--- config.mk ---
export PLATFORM = sky130hd
export DESIGN_NAME = controller_pipe_m_flat
export DESIGN_NICKNAME = d
export VERILOG_FILES = /design/src/rtl/controller_pipe_m_if.sv /design/src/rtl/controller_pipe_m.sv /design/src/flat_wrapper.sv
export SDC_FILE = /design/constraint.sdc
export NUM_CORES = 1
export LEC_CHECK = 0
export BUFFER_PORTS_ARGS = -buffer_cell sky130_fd_sc_hd__buf_2
export CORE_ASPECT_RATIO = 0.75
export CORE_MARGIN = 1
export CORE_UTILIZATION = 47
export CTS_CLUSTER_DIAMETER = 120
export CTS_CLUSTER_SIZE = 8
export DETAILED_ROUTE_END_ITERATION = 10
export HOLD_SLACK_MARGIN = 0.08
export PLACE_DENSITY_LB_ADDON = 0.08
export SYNTH_ARGS = -nofsm -noshare
export SYNTH_HDL_FRONTEND = slang
export SYNTH_SLANG_ARGS = --single-unit
--- constraint.sdc ---
create_clock -name clk -period 1.65 [get_ports clk]
set_input_delay 0.165 -clock clk [delete_from_list [all_inputs] [get_ports clk]]
set_output_delay 0.165 -clock clk [all_outputs]
set_load 0.005 [all_outputs]
--- src/rtl/controller_pipe_m_if.sv ---
`default_nettype none
// ============================================================================
// Module   : controller_pipe_m_if
// Brief    : D/E-stage inputs and pipelined control outputs of the RV32I/M
//            controller, bundled for the datapath and hazard unit.
// Revision : 1.0  initial release
// ============================================================================
interface controller_pipe_m_if;
    logic [6:0] op;
    logic [2:0] funct3;
    logic       funct7b5;
    logic       funct7b0;
    logic       zeroe;
    logic       signe;
    logic       overfe;
    logic       carrye;
    logic       flushe;
    logic [2:0] immsrcd;
    logic       alusrcae;
    logic [1:0] alusrcbe;
    logic [3:0] alucontrole;
    logic       resultsrce0;
    logic       pcsrce;
    logic       pcjalsrce;
    logic       memwritem;
    logic       regwritem;
    logic       regwritew;
    logic [1:0] resultsrcw;
    logic       mdstarte;
    logic [2:0] mdfunce;
    logic       mdbusye;

    // Controller side
    modport slave (
        input  op, funct3, funct7b5, funct7b0,
        input  zeroe, signe, overfe, carrye, flushe,
        output immsrcd, alusrcae, alusrcbe, alucontrole, resultsrce0,
        output pcsrce, pcjalsrce, memwritem, regwritem, regwritew,
        output resultsrcw, mdstarte, mdfunce, mdbusye
    );

    // Datapath / hazard-unit side
    modport master (
        output op, funct3, funct7b5, funct7b0,
        output zeroe, signe, overfe, carrye, flushe,
        input  immsrcd, alusrcae, alusrcbe, alucontrole, resultsrce0,
        input  pcsrce, pcjalsrce, memwritem, regwritem, regwritew,
        input  resultsrcw, mdstarte, mdfunce, mdbusye
    );
endinterface
`default_nettype wire

--- src/rtl/controller_pipe_m.sv ---
`default_nettype none
// ============================================================================
// Module   : controller_pipe_m
// Brief    : Pipelined RV32I/M control unit: D-stage decode, E/M/W control
//            registers, full branch resolution and a mul/div hold sequencer.
// Revision : 1.0  initial release
// ============================================================================
module controller_pipe_m #(
    parameter int MEXT   = 1,
    parameter int MULLAT = 2,
    parameter int DIVLAT = 8
) (
    input  logic                 clk,
    input  logic                 reset,
    controller_pipe_m_if.slave   bus
);

    localparam logic [3:0] c_alu_add   = 4'b0000;
    localparam logic [3:0] c_alu_sub   = 4'b0001;
    localparam logic [3:0] c_alu_and   = 4'b0010;
    localparam logic [3:0] c_alu_or    = 4'b0011;
    localparam logic [3:0] c_alu_xor   = 4'b0100;
    localparam logic [3:0] c_alu_slt   = 4'b0101;
    localparam logic [3:0] c_alu_sltu  = 4'b0110;
    localparam logic [3:0] c_alu_sll   = 4'b0111;
    localparam logic [3:0] c_alu_srl   = 4'b1000;
    localparam logic [3:0] c_alu_sra   = 4'b1001;
    localparam logic [3:0] c_alu_passb = 4'b1010;

    localparam logic [7:0] c_mul_lat = 8'(MULLAT);
    localparam logic [7:0] c_div_lat = 8'(DIVLAT);

    typedef struct packed {
        logic       regwrite;
        logic       memwrite;
        logic [1:0] resultsrc;
        logic       branch;
        logic       jump;
        logic       jalr;
        logic       alusrca;
        logic [1:0] alusrcb;
        logic [3:0] alucontrol;
        logic       md;
        logic [2:0] funct3;
    } ctrl_t;

    typedef enum logic {
        S_IDLE = 1'b0,
        S_BUSY = 1'b1
    } state_t;

    ctrl_t      w_ctrl_d;
    ctrl_t      r_e;
    logic [2:0] w_immsrc_d;
    logic [3:0] w_alu_op;
    logic       r_regwrite_m;
    logic       r_memwrite_m;
    logic [1:0] r_resultsrc_m;
    logic       r_regwrite_w;
    logic [1:0] r_resultsrc_w;
    logic       w_taken;
    state_t     r_state;
    state_t     w_state_next;
    logic [7:0] r_cnt;
    logic [7:0] w_cnt_next;
    logic [7:0] w_lat;
    logic       w_hold_e;
    logic       w_mdstart;
    logic       w_mdbusy;

    // Shared R/I ALU decode; funct7b5 selects SUB only for register ops
    always_comb begin
        w_alu_op = c_alu_add;
        case (bus.funct3)
            3'b000: w_alu_op = (bus.op[5] && bus.funct7b5) ? c_alu_sub : c_alu_add;
            3'b001: w_alu_op = c_alu_sll;
            3'b010: w_alu_op = c_alu_slt;
            3'b011: w_alu_op = c_alu_sltu;
            3'b100: w_alu_op = c_alu_xor;
            3'b101: w_alu_op = bus.funct7b5 ? c_alu_sra : c_alu_srl;
            3'b110: w_alu_op = c_alu_or;
            default: w_alu_op = c_alu_and;
        endcase
    end

    always_comb begin
        w_ctrl_d   = '0;
        w_immsrc_d = 3'b000;
        case (bus.op)
            7'b0000011: begin
                w_ctrl_d.regwrite  = 1'b1;
                w_ctrl_d.alusrcb   = 2'b01;
                w_ctrl_d.resultsrc = 2'b01;
            end
            7'b0100011: begin
                w_ctrl_d.memwrite = 1'b1;
                w_ctrl_d.alusrcb  = 2'b01;
                w_immsrc_d        = 3'b001;
            end
            7'b0110011: begin
                if (bus.funct7b0) begin
                    if (MEXT != 0) begin
                        w_ctrl_d.regwrite  = 1'b1;
                        w_ctrl_d.resultsrc = 2'b11;
                        w_ctrl_d.md        = 1'b1;
                        w_ctrl_d.funct3    = bus.funct3;
                    end
                end else begin
                    w_ctrl_d.regwrite   = 1'b1;
                    w_ctrl_d.alucontrol = w_alu_op;
                end
            end
            7'b0010011: begin
                w_ctrl_d.regwrite   = 1'b1;
                w_ctrl_d.alusrcb    = 2'b01;
                w_ctrl_d.alucontrol = w_alu_op;
            end
            7'b1100011: begin
                w_ctrl_d.branch     = 1'b1;
                w_ctrl_d.alucontrol = c_alu_sub;
                w_ctrl_d.funct3     = bus.funct3;
                w_immsrc_d          = 3'b010;
            end
            7'b1101111: begin
                w_ctrl_d.regwrite  = 1'b1;
                w_ctrl_d.jump      = 1'b1;
                w_ctrl_d.resultsrc = 2'b10;
                w_immsrc_d         = 3'b011;
            end
            7'b1100111: begin
                w_ctrl_d.regwrite  = 1'b1;
                w_ctrl_d.jump      = 1'b1;
                w_ctrl_d.jalr      = 1'b1;
                w_ctrl_d.alusrcb   = 2'b01;
                w_ctrl_d.resultsrc = 2'b10;
            end
            7'b0110111: begin
                w_ctrl_d.regwrite   = 1'b1;
                w_ctrl_d.alusrcb    = 2'b01;
                w_ctrl_d.alucontrol = c_alu_passb;
                w_immsrc_d          = 3'b100;
            end
            7'b0010111: begin
                w_ctrl_d.regwrite = 1'b1;
                w_ctrl_d.alusrca  = 1'b1;
                w_ctrl_d.alusrcb  = 2'b01;
                w_immsrc_d        = 3'b100;
            end
            default: begin
                w_ctrl_d   = '0;
                w_immsrc_d = 3'b000;
            end
        endcase
    end

    always_comb begin
        w_taken = 1'b0;
        case (r_e.funct3)
            3'b000: w_taken = bus.zeroe;
            3'b001: w_taken = !bus.zeroe;
            3'b100: w_taken = bus.signe ^ bus.overfe;
            3'b101: w_taken = !(bus.signe ^ bus.overfe);
            3'b110: w_taken = !bus.carrye;
            3'b111: w_taken = bus.carrye;
            default: w_taken = 1'b0;
        endcase
    end

    // The op is held in E from its first cycle; mdbusye only covers cycles 2..LAT
    always_comb begin
        w_state_next = r_state;
        w_cnt_next   = r_cnt;
        w_hold_e     = 1'b0;
        w_mdstart    = 1'b0;
        w_mdbusy     = 1'b0;
        w_lat        = r_e.funct3[2] ? c_div_lat : c_mul_lat;
        case (r_state)
            S_IDLE: begin
                if (r_e.md) begin
                    w_mdstart = 1'b1;
                    if (w_lat != 8'd1) begin
                        w_hold_e     = 1'b1;
                        w_cnt_next   = w_lat - 8'd1;
                        w_state_next = S_BUSY;
                    end
                end
            end
            S_BUSY: begin
                w_mdbusy   = 1'b1;
                w_cnt_next = r_cnt - 8'd1;
                if (r_cnt == 8'd1) begin
                    w_state_next = S_IDLE;
                end else begin
                    w_hold_e = 1'b1;
                end
            end
            default: w_state_next = S_IDLE;
        endcase
    end

    always_ff @(posedge clk) begin
        if (!reset) begin
            r_state <= S_IDLE;
            r_cnt   <= 8'd0;
        end else begin
            r_state <= w_state_next;
            r_cnt   <= w_cnt_next;
        end
    end

    // A held E stage has priority over flushe and feeds bubbles into M
    always_ff @(posedge clk) begin
        if (!reset) begin
            r_e           <= '0;
            r_regwrite_m  <= 1'b0;
            r_memwrite_m  <= 1'b0;
            r_resultsrc_m <= 2'b00;
            r_regwrite_w  <= 1'b0;
            r_resultsrc_w <= 2'b00;
        end else begin
            if (!w_hold_e) begin
                r_e <= bus.flushe ? '0 : w_ctrl_d;
            end
            r_regwrite_m  <= w_hold_e ? 1'b0 : r_e.regwrite;
            r_memwrite_m  <= w_hold_e ? 1'b0 : r_e.memwrite;
            r_resultsrc_m <= w_hold_e ? 2'b00 : r_e.resultsrc;
            r_regwrite_w  <= r_regwrite_m;
            r_resultsrc_w <= r_resultsrc_m;
        end
    end

    assign bus.immsrcd     = w_immsrc_d;
    assign bus.alusrcae    = r_e.alusrca;
    assign bus.alusrcbe    = r_e.alusrcb;
    assign bus.alucontrole = r_e.alucontrol;
    assign bus.resultsrce0 = r_e.resultsrc[0];
    assign bus.pcsrce      = (r_e.branch & w_taken) | r_e.jump;
    assign bus.pcjalsrce   = r_e.jalr & r_e.jump;
    assign bus.memwritem   = r_memwrite_m;
    assign bus.regwritem   = r_regwrite_m;
    assign bus.regwritew   = r_regwrite_w;
    assign bus.resultsrcw  = r_resultsrc_w;
    assign bus.mdstarte    = w_mdstart;
    assign bus.mdfunce     = r_e.md ? r_e.funct3 : 3'b000;
    assign bus.mdbusye     = w_mdbusy;

endmodule
`default_nettype wire

--- src/flat_wrapper.sv ---
// flat-port wrapper written by rule: the top's interface ports become plain ports
module controller_pipe_m_flat 
#(
    parameter int MEXT   = 1,
    parameter int MULLAT = 2,
    parameter int DIVLAT = 8
)
  (clk, reset, bus_op, bus_funct3, bus_funct7b5, bus_funct7b0, bus_zeroe, bus_signe, bus_overfe, bus_carrye, bus_flushe, bus_immsrcd, bus_alusrcae, bus_alusrcbe, bus_alucontrole, bus_resultsrce0, bus_pcsrce, bus_pcjalsrce, bus_memwritem, bus_regwritem, bus_regwritew, bus_resultsrcw, bus_mdstarte, bus_mdfunce, bus_mdbusye);
  controller_pipe_m_if bus_i ();
  input  logic clk;
  input  logic reset;
  input wire logic [$bits(bus_i.op)-1:0] bus_op;
  input wire logic [$bits(bus_i.funct3)-1:0] bus_funct3;
  input wire logic [$bits(bus_i.funct7b5)-1:0] bus_funct7b5;
  input wire logic [$bits(bus_i.funct7b0)-1:0] bus_funct7b0;
  input wire logic [$bits(bus_i.zeroe)-1:0] bus_zeroe;
  input wire logic [$bits(bus_i.signe)-1:0] bus_signe;
  input wire logic [$bits(bus_i.overfe)-1:0] bus_overfe;
  input wire logic [$bits(bus_i.carrye)-1:0] bus_carrye;
  input wire logic [$bits(bus_i.flushe)-1:0] bus_flushe;
  output wire logic [$bits(bus_i.immsrcd)-1:0] bus_immsrcd;
  output wire logic [$bits(bus_i.alusrcae)-1:0] bus_alusrcae;
  output wire logic [$bits(bus_i.alusrcbe)-1:0] bus_alusrcbe;
  output wire logic [$bits(bus_i.alucontrole)-1:0] bus_alucontrole;
  output wire logic [$bits(bus_i.resultsrce0)-1:0] bus_resultsrce0;
  output wire logic [$bits(bus_i.pcsrce)-1:0] bus_pcsrce;
  output wire logic [$bits(bus_i.pcjalsrce)-1:0] bus_pcjalsrce;
  output wire logic [$bits(bus_i.memwritem)-1:0] bus_memwritem;
  output wire logic [$bits(bus_i.regwritem)-1:0] bus_regwritem;
  output wire logic [$bits(bus_i.regwritew)-1:0] bus_regwritew;
  output wire logic [$bits(bus_i.resultsrcw)-1:0] bus_resultsrcw;
  output wire logic [$bits(bus_i.mdstarte)-1:0] bus_mdstarte;
  output wire logic [$bits(bus_i.mdfunce)-1:0] bus_mdfunce;
  output wire logic [$bits(bus_i.mdbusye)-1:0] bus_mdbusye;
  assign bus_i.op = bus_op;
  assign bus_i.funct3 = bus_funct3;
  assign bus_i.funct7b5 = bus_funct7b5;
  assign bus_i.funct7b0 = bus_funct7b0;
  assign bus_i.zeroe = bus_zeroe;
  assign bus_i.signe = bus_signe;
  assign bus_i.overfe = bus_overfe;
  assign bus_i.carrye = bus_carrye;
  assign bus_i.flushe = bus_flushe;
  assign bus_immsrcd = bus_i.immsrcd;
  assign bus_alusrcae = bus_i.alusrcae;
  assign bus_alusrcbe = bus_i.alusrcbe;
  assign bus_alucontrole = bus_i.alucontrole;
  assign bus_resultsrce0 = bus_i.resultsrce0;
  assign bus_pcsrce = bus_i.pcsrce;
  assign bus_pcjalsrce = bus_i.pcjalsrce;
  assign bus_memwritem = bus_i.memwritem;
  assign bus_regwritem = bus_i.regwritem;
  assign bus_regwritew = bus_i.regwritew;
  assign bus_resultsrcw = bus_i.resultsrcw;
  assign bus_mdstarte = bus_i.mdstarte;
  assign bus_mdfunce = bus_i.mdfunce;
  assign bus_mdbusye = bus_i.mdbusye;
  controller_pipe_m #(.MEXT(MEXT), .MULLAT(MULLAT), .DIVLAT(DIVLAT)) u_core (.clk(clk), .reset(reset), .bus(bus_i));
endmodule
# --- Word level (Yosys, flattened, before mapping) ---
# Index checks and enable logic that the tools add are counted.
totals:
  register_bits: 34
  in_bits: 19
  output_inout_bits: 23
  word_cells: 94
classes:
  addsub: 2
  n_eq_ne: 24
  n_mux: 32
  bitwise_logic: 6
  n_reduce_logical: 12
op_table:
  columns: ["cell", "n"]
  rows:
  - ["$pmux W4 S7", 1]
  - ["$eq A3 B3 Y1 const B", 7]
  - ["$eq A7 B6 Y1 const B", 3]
  - ["$eq A7 B7 Y1 const B", 3]
  - ["$mux W18", 1]
  - ["$mux W1", 16]
  - ["$mux W8", 2]
  - ["$pmux W4 S4", 1]
  - ["$pmux W8 S2", 1]
  - ["$sub A8 B1 Y8 const B", 2]
  - ["$eq A7 B5 Y1 const B", 2]
  - ["$mux W4", 3]
  - ["$pmux W3 S4", 1]
  - ["$eq A8 B1 Y1 const B", 1]
  - ["$ne A8 B1 Y1 const B", 1]
  - ["$eq A7 B2 Y1 const B", 1]
  - ["$reduce_or A7 Y1", 1]
  - ["$eq A3 B1 Y1 const B", 2]
  - ["$eq A3 B2 Y1 const B", 2]
  - ["$logic_not A3 Y1", 2]
  - ["$pmux W1 S6", 1]
  - ["$pmux W2 S3", 1]
  - ["$pmux W3 S2", 1]
  - ["$reduce_or A2 Y1", 3]
  - ["12 further kinds", 17]

# --- Logic depth before layout (Yosys ltp) ---
logic_depth:
  word_depth: 6
  ltp_mapped: 7
  depth_no_buf: 6

# --- Worst setup path after synthesis ---
# No wires, ideal clock.
synth_path:
  path_type: "register to register"
  startpoint: "register u_core.r_cnt[0]"
  endpoint: "register u_core.r_e[1] (netlist name)"
  setup_time_ns: 0.117
  arrival_ns: 1.422
  required_time_ns: 1.533
  setup_slack_ns: 0.111
  stages_incl_launch_ff: 6
  path_buffers: 1
  synth_period_minus_slack_ns: 1.539
  cell_sequence: "dfxtp_1 > ha_1 > nor4b_2 > a211oi_2 > buf_6 > a22o_1"
synth_via:
  elab_chain_cells: 3
synth_lines:
  columns: ["element", "line_no", "source"]
  rows:
  - ["start, declared", "controller_pipe_m.sv:64", "logic [7:0] r_cnt;"]
  - ["start signal, assigned", "controller_pipe_m.sv:207", "r_cnt <= w_cnt_next;"]
  - ["$eq A8 B1 Y1", "controller_pipe_m.sv:191", "if (r_cnt == 8'd1) begin"]
  - ["$mux W1", "controller_pipe_m.sv:191", null]
  - ["$pmux W1 S2", "controller_pipe_m.sv:177", "case (r_state)"]
  - ["end signal, assigned", "controller_pipe_m.sv:222", "r_e <= bus.flushe ? '0 : w_ctrl_d;"]
  - ["end, declared", "controller_pipe_m.sv:53", "ctrl_t r_e;"]
# No other way between the ends.
# A chain may end at the register's enable or synchronous reset.

# --- Worst setup path after layout ---
layout_path:
  startpoint: "register u_core.r_cnt[1]"
  endpoint: "register u_core.r_e (netlist bit u_core.bus.alucontrole[2])"
# Same word-level chain as after synthesis.

==> flow_summary.yaml <==
global_routing:
  gr-usage-all-layers_pct: 21.8
  globalRouteOverflowTotal: 0
  vias_in_the_first_global_route: 1306
  grt_antenna_before_repair: 0
  grt_first_pass_wirelength_mm: 6.24
  grt_start_max_net_pins: 18
sta:
  timing_hold_violations_final: 0
  drv_slew: 0
  report.final.setup_viol: 0
  fin_crit_sh_pct: 98.5
  setup_slack_ns: 0.0248
  grt_setup_unrepaired: "yes"
  max_clock_freq_mhz: 615
  skew_ns: 0.00559
  finalCriticalPeriod_ns: 1.63
  setup_total_negative_slack_ns: 0
floorplan:
  ioPinCount: 42
  num_rows: 18
  chipHeight_um: 53.9
  dieArea_um2: 3840
  effective_utilization_at_floorplan_pct: 50.3
  core_region_area_um2: 3360
  fp.dieW_um: 71.2
logic_synthesis:
  post_synth_inst_count: 191
  syn-mean-instance-area_um2: 8.84
  postSynthNetCount: 212
  synth_common_cells: "33 x sky130_fd_sc_hd__dfxtp_1, 19 x sky130_fd_sc_hd__nand2_1, 16 x sky130_fd_sc_hd__nor2_1"
  post-synth-top-area-fraction_pct: 39.1
  yosysMostFrequentCell: "sky130_fd_sc_hd__dfxtp_1"
  ys_async_sr_fraction_pct: 0
  yosysTopAreaCell: "sky130_fd_sc_hd__dfxtp_1"
  ys_types: 52
  yosysSeqAreaShare_pct: 39.1
  number_of_flops_mapped_to_enable_cells_by_yosys: 0
  yosysWarningCount: 0
  ys.flop_type: "sky130_fd_sc_hd__dfxtp_1"
  synthesis.area_um2: 1690
  ys_top_cells_by_area: "sky130_fd_sc_hd__dfxtp_1 39%, sky130_fd_sc_hd__a22o_1 4.7%, sky130_fd_sc_hd__nand2_1 4.2%, sky130_fd_sc_hd__and2_1 4.1%, sky130_fd_sc_hd__nor2_1 3.6%"
  ys_ff_latch: 33
outcome:
  outcome: "finished with violations"
  failed_checks: "DRC"
final_layout:
  drive_gt1_share_pct: 31.6
  final_util_pct: 63.6
  syn_to_final_growth_pct: 26.5
  filler_cell_count: 277
  num_antenna_cells: 0
  multi_input_comb_area_um2: 962
  design.final.nets: 264
  fin_cells: 284
  seqCellArea_um2: 664
setup_path:
  worstPathBufferInverterCount: 2
  critPathTopFamily: "simple AND/OR/NAND/NOR gates"
  critical_path.reg2reg.startpoint: "u_core.r_cnt[1]$_SDFFE_PN0P_"
  slowest_stage: "sky130_fd_sc_hd__dfxtp_2"
  critical_path.max_fanout: 5
  critical_path_arrival_ns: 1.80
  critPathKind: "reg -> reg"
  critPathRequiredTime_ns: 1.82
  worst_path_cell_trace: "inv_2 -> ha_4 -> nor4b_4 -> buf_4 -> a21oi_4 -> and4bb_4 -> a22o_1"
  path_depth: 7
  crit_path_max_incr_delay_ns: 0.34
  critical_path.startpoint_type: "flip-flop"
  timing.critical_path.from: "u_core.r_cnt[1]$_SDFFE_PN0P_"
  critical_path_sink_type: "flip-flop"
  regToRegSetupSlack_ns: 0.02
  worst_r2r_path_depth: 7
  worst_setup_path_endpoint: "u_core.bus.alucontrole[2]$_SDFFE_PN0N_"
  worst_r2r_endpoint: "u_core.bus.alucontrole[2]$_SDFFE_PN0N_"
routing:
  firstDrtPassIters: 7
  drt_first_iter_violations: 92
  route.vias.total: 1551
  number_of_nets_still_failing_antenna_checks_after_routing: 0
  detail_route.drc_violations: 5
  vias_per_cell: 5.46
  routedWlPerCell_um: 14.2
  routed_wirelength_mm: 4.04
power_and_ir_drop:
  vdd.ir_drop.worst_mv: 0.521
  total_leakage_power_nw: 0.920
  power.density_cell_area_nw_per_um2: 708
placed_design:
  placement.setup.worst_slack_ns: -0.320
  place_inst: 272
  place_hpwl_mm: 2.84
  gp_congestion: 0.895
  placement.io_buffers: 40
clocking:
  clock_tree.root_cell: "sky130_fd_sc_hd__clkbuf_8"
  cts.reportedPaths.clkPinSlew_ns: 0.07
  cts.sink_count: 33
  cts.path.max_buffers: 2
  cts-buffers-inserted: 5
  clk-insertion-delay-late_ns: 0.28
  cts.htree.levels: 2
  tritoncts: "done"
run:
  maxCapViolCount: 0
hold_path:
  hp-start: "bus_funct3[1]"
  hold_path.class: "in -> reg"
layout make-up:
type / count / share of cell area (%)
clock inverters: 2 / 0.469
well taps: 40 / 2.34
clock buffers: 6 / 3.40
repair buffers: 56 / 16.4
flip-flops and latches: 33 / 31.1
inverters: 7 / 1.23
multi-input cells: 140 / 45.0
where the power goes:
| group | switching, mW | leakage, nW | internal (mW) | total [mW] |
|---|---|---|---|---|
| Sequential | 0.00177 | 0.267 | 0.798 | 0.800 |
| Combinational | 0.0749 | 0.608 | 0.0511 | 0.126 |
| Clock | 0.293 | 0.0450 | 0.292 | 0.586 |
logic make-up (layout without fill, tap and decap cells):
| kind of cell | after synthesis | after routing | share of synthesized area [%] |
|---|---|---|---|
| simple gates | 82 | 82 | 28.8 |
| compound gates | 46 | 46 | 19.3 |
| flops | 33 | 33 | 39.1 |
| buf+inv | 18 | 71 | 6.00 |
| xor+xnor | 5 | 5 | 2.59 |
| mux | 4 | 4 | 2.52 |
| fa+ha+maj | 2 | 2 | 1.48 |
| other cells | 1 | 1 | 0.222 |
metal layers:
layer	part of all wire, %	wire [um]	GRT usage (%)
met1	49	2000	30.4
met2	44	1780	33.2
met3	6.2	251	5.43
met4	0.32	13	7.00
met5	0	0	0
per-stage QoR:
step / cell area [um^2] / hold slack (ns) / total power, mW
after global placement: 1950 / 0.419 / 0.936
after global routing: 2140 / 0.180 / 1.57
after detailed placement: 1950 / 0.421 / 0.941
after floorplan: 1690 / 0.287 / 0.884
final: 2140 / 0.173 / 1.51
after CTS: 2090 / 0.170 / 1.52
worst reg2reg max path: stages, from the launching register on:
cell and delay [ns]:
sky130_fd_sc_hd__dfxtp_2 0.34, sky130_fd_sc_hd__inv_2 0.05, sky130_fd_sc_hd__ha_4 0.14, sky130_fd_sc_hd__nor4b_4 0.13, sky130_fd_sc_hd__buf_4 0.16, sky130_fd_sc_hd__a21oi_4 0.23
sky130_fd_sc_hd__and4bb_4 0.29, sky130_fd_sc_hd__a22o_1 0.18
worst min-delay path by stage:
stage                                                     end  cells after the start
after floorplan               u_core.bus.regwritew$_SDFF_PN0_                      1
after global placement    u_core.bus.resultsrcw[1]$_SDFF_PN0_                      1
final                              u_core.r_e[1]$_SDFFE_PN0N_                      2
after CTS                          u_core.r_e[1]$_SDFFE_PN0N_                      2
after detailed placement  u_core.bus.resultsrcw[1]$_SDFF_PN0_                      1
after global routing               u_core.r_e[1]$_SDFFE_PN0N_                      2
timing repair:
action,4_1_cts,5_1_grt
pin swaps,2,5
setup endpoints to repair,17,23
cloned,0,1
buffers inserted,2,3
hold buffers,0,0
gates resized for setup,4,5
sequential cells by signal, summed over array words and instances, names as in the netlist, 2 cells and up:
signal	cells
u_core.r_e	10
u_core.r_resultsrc_m	2
u_core.bus.resultsrcw	2
u_core.bus.alucontrole	4
u_core.r_cnt	8
cell usage in the layout, fill, tap and decap left out, types with 9 or more instances in the layout:
cell	count
sky130_fd_sc_hd__dfxtp_1	30
sky130_fd_sc_hd__a22o_1	9
sky130_fd_sc_hd__nand2_1	19
sky130_fd_sc_hd__and2_1	11
sky130_fd_sc_hd__nor2_1	16
sky130_fd_sc_hd__buf_4	14
sky130_fd_sc_hd__a21oi_1	11
sky130_fd_sc_hd__buf_2	40
Power figures use the tool's default switching activity.
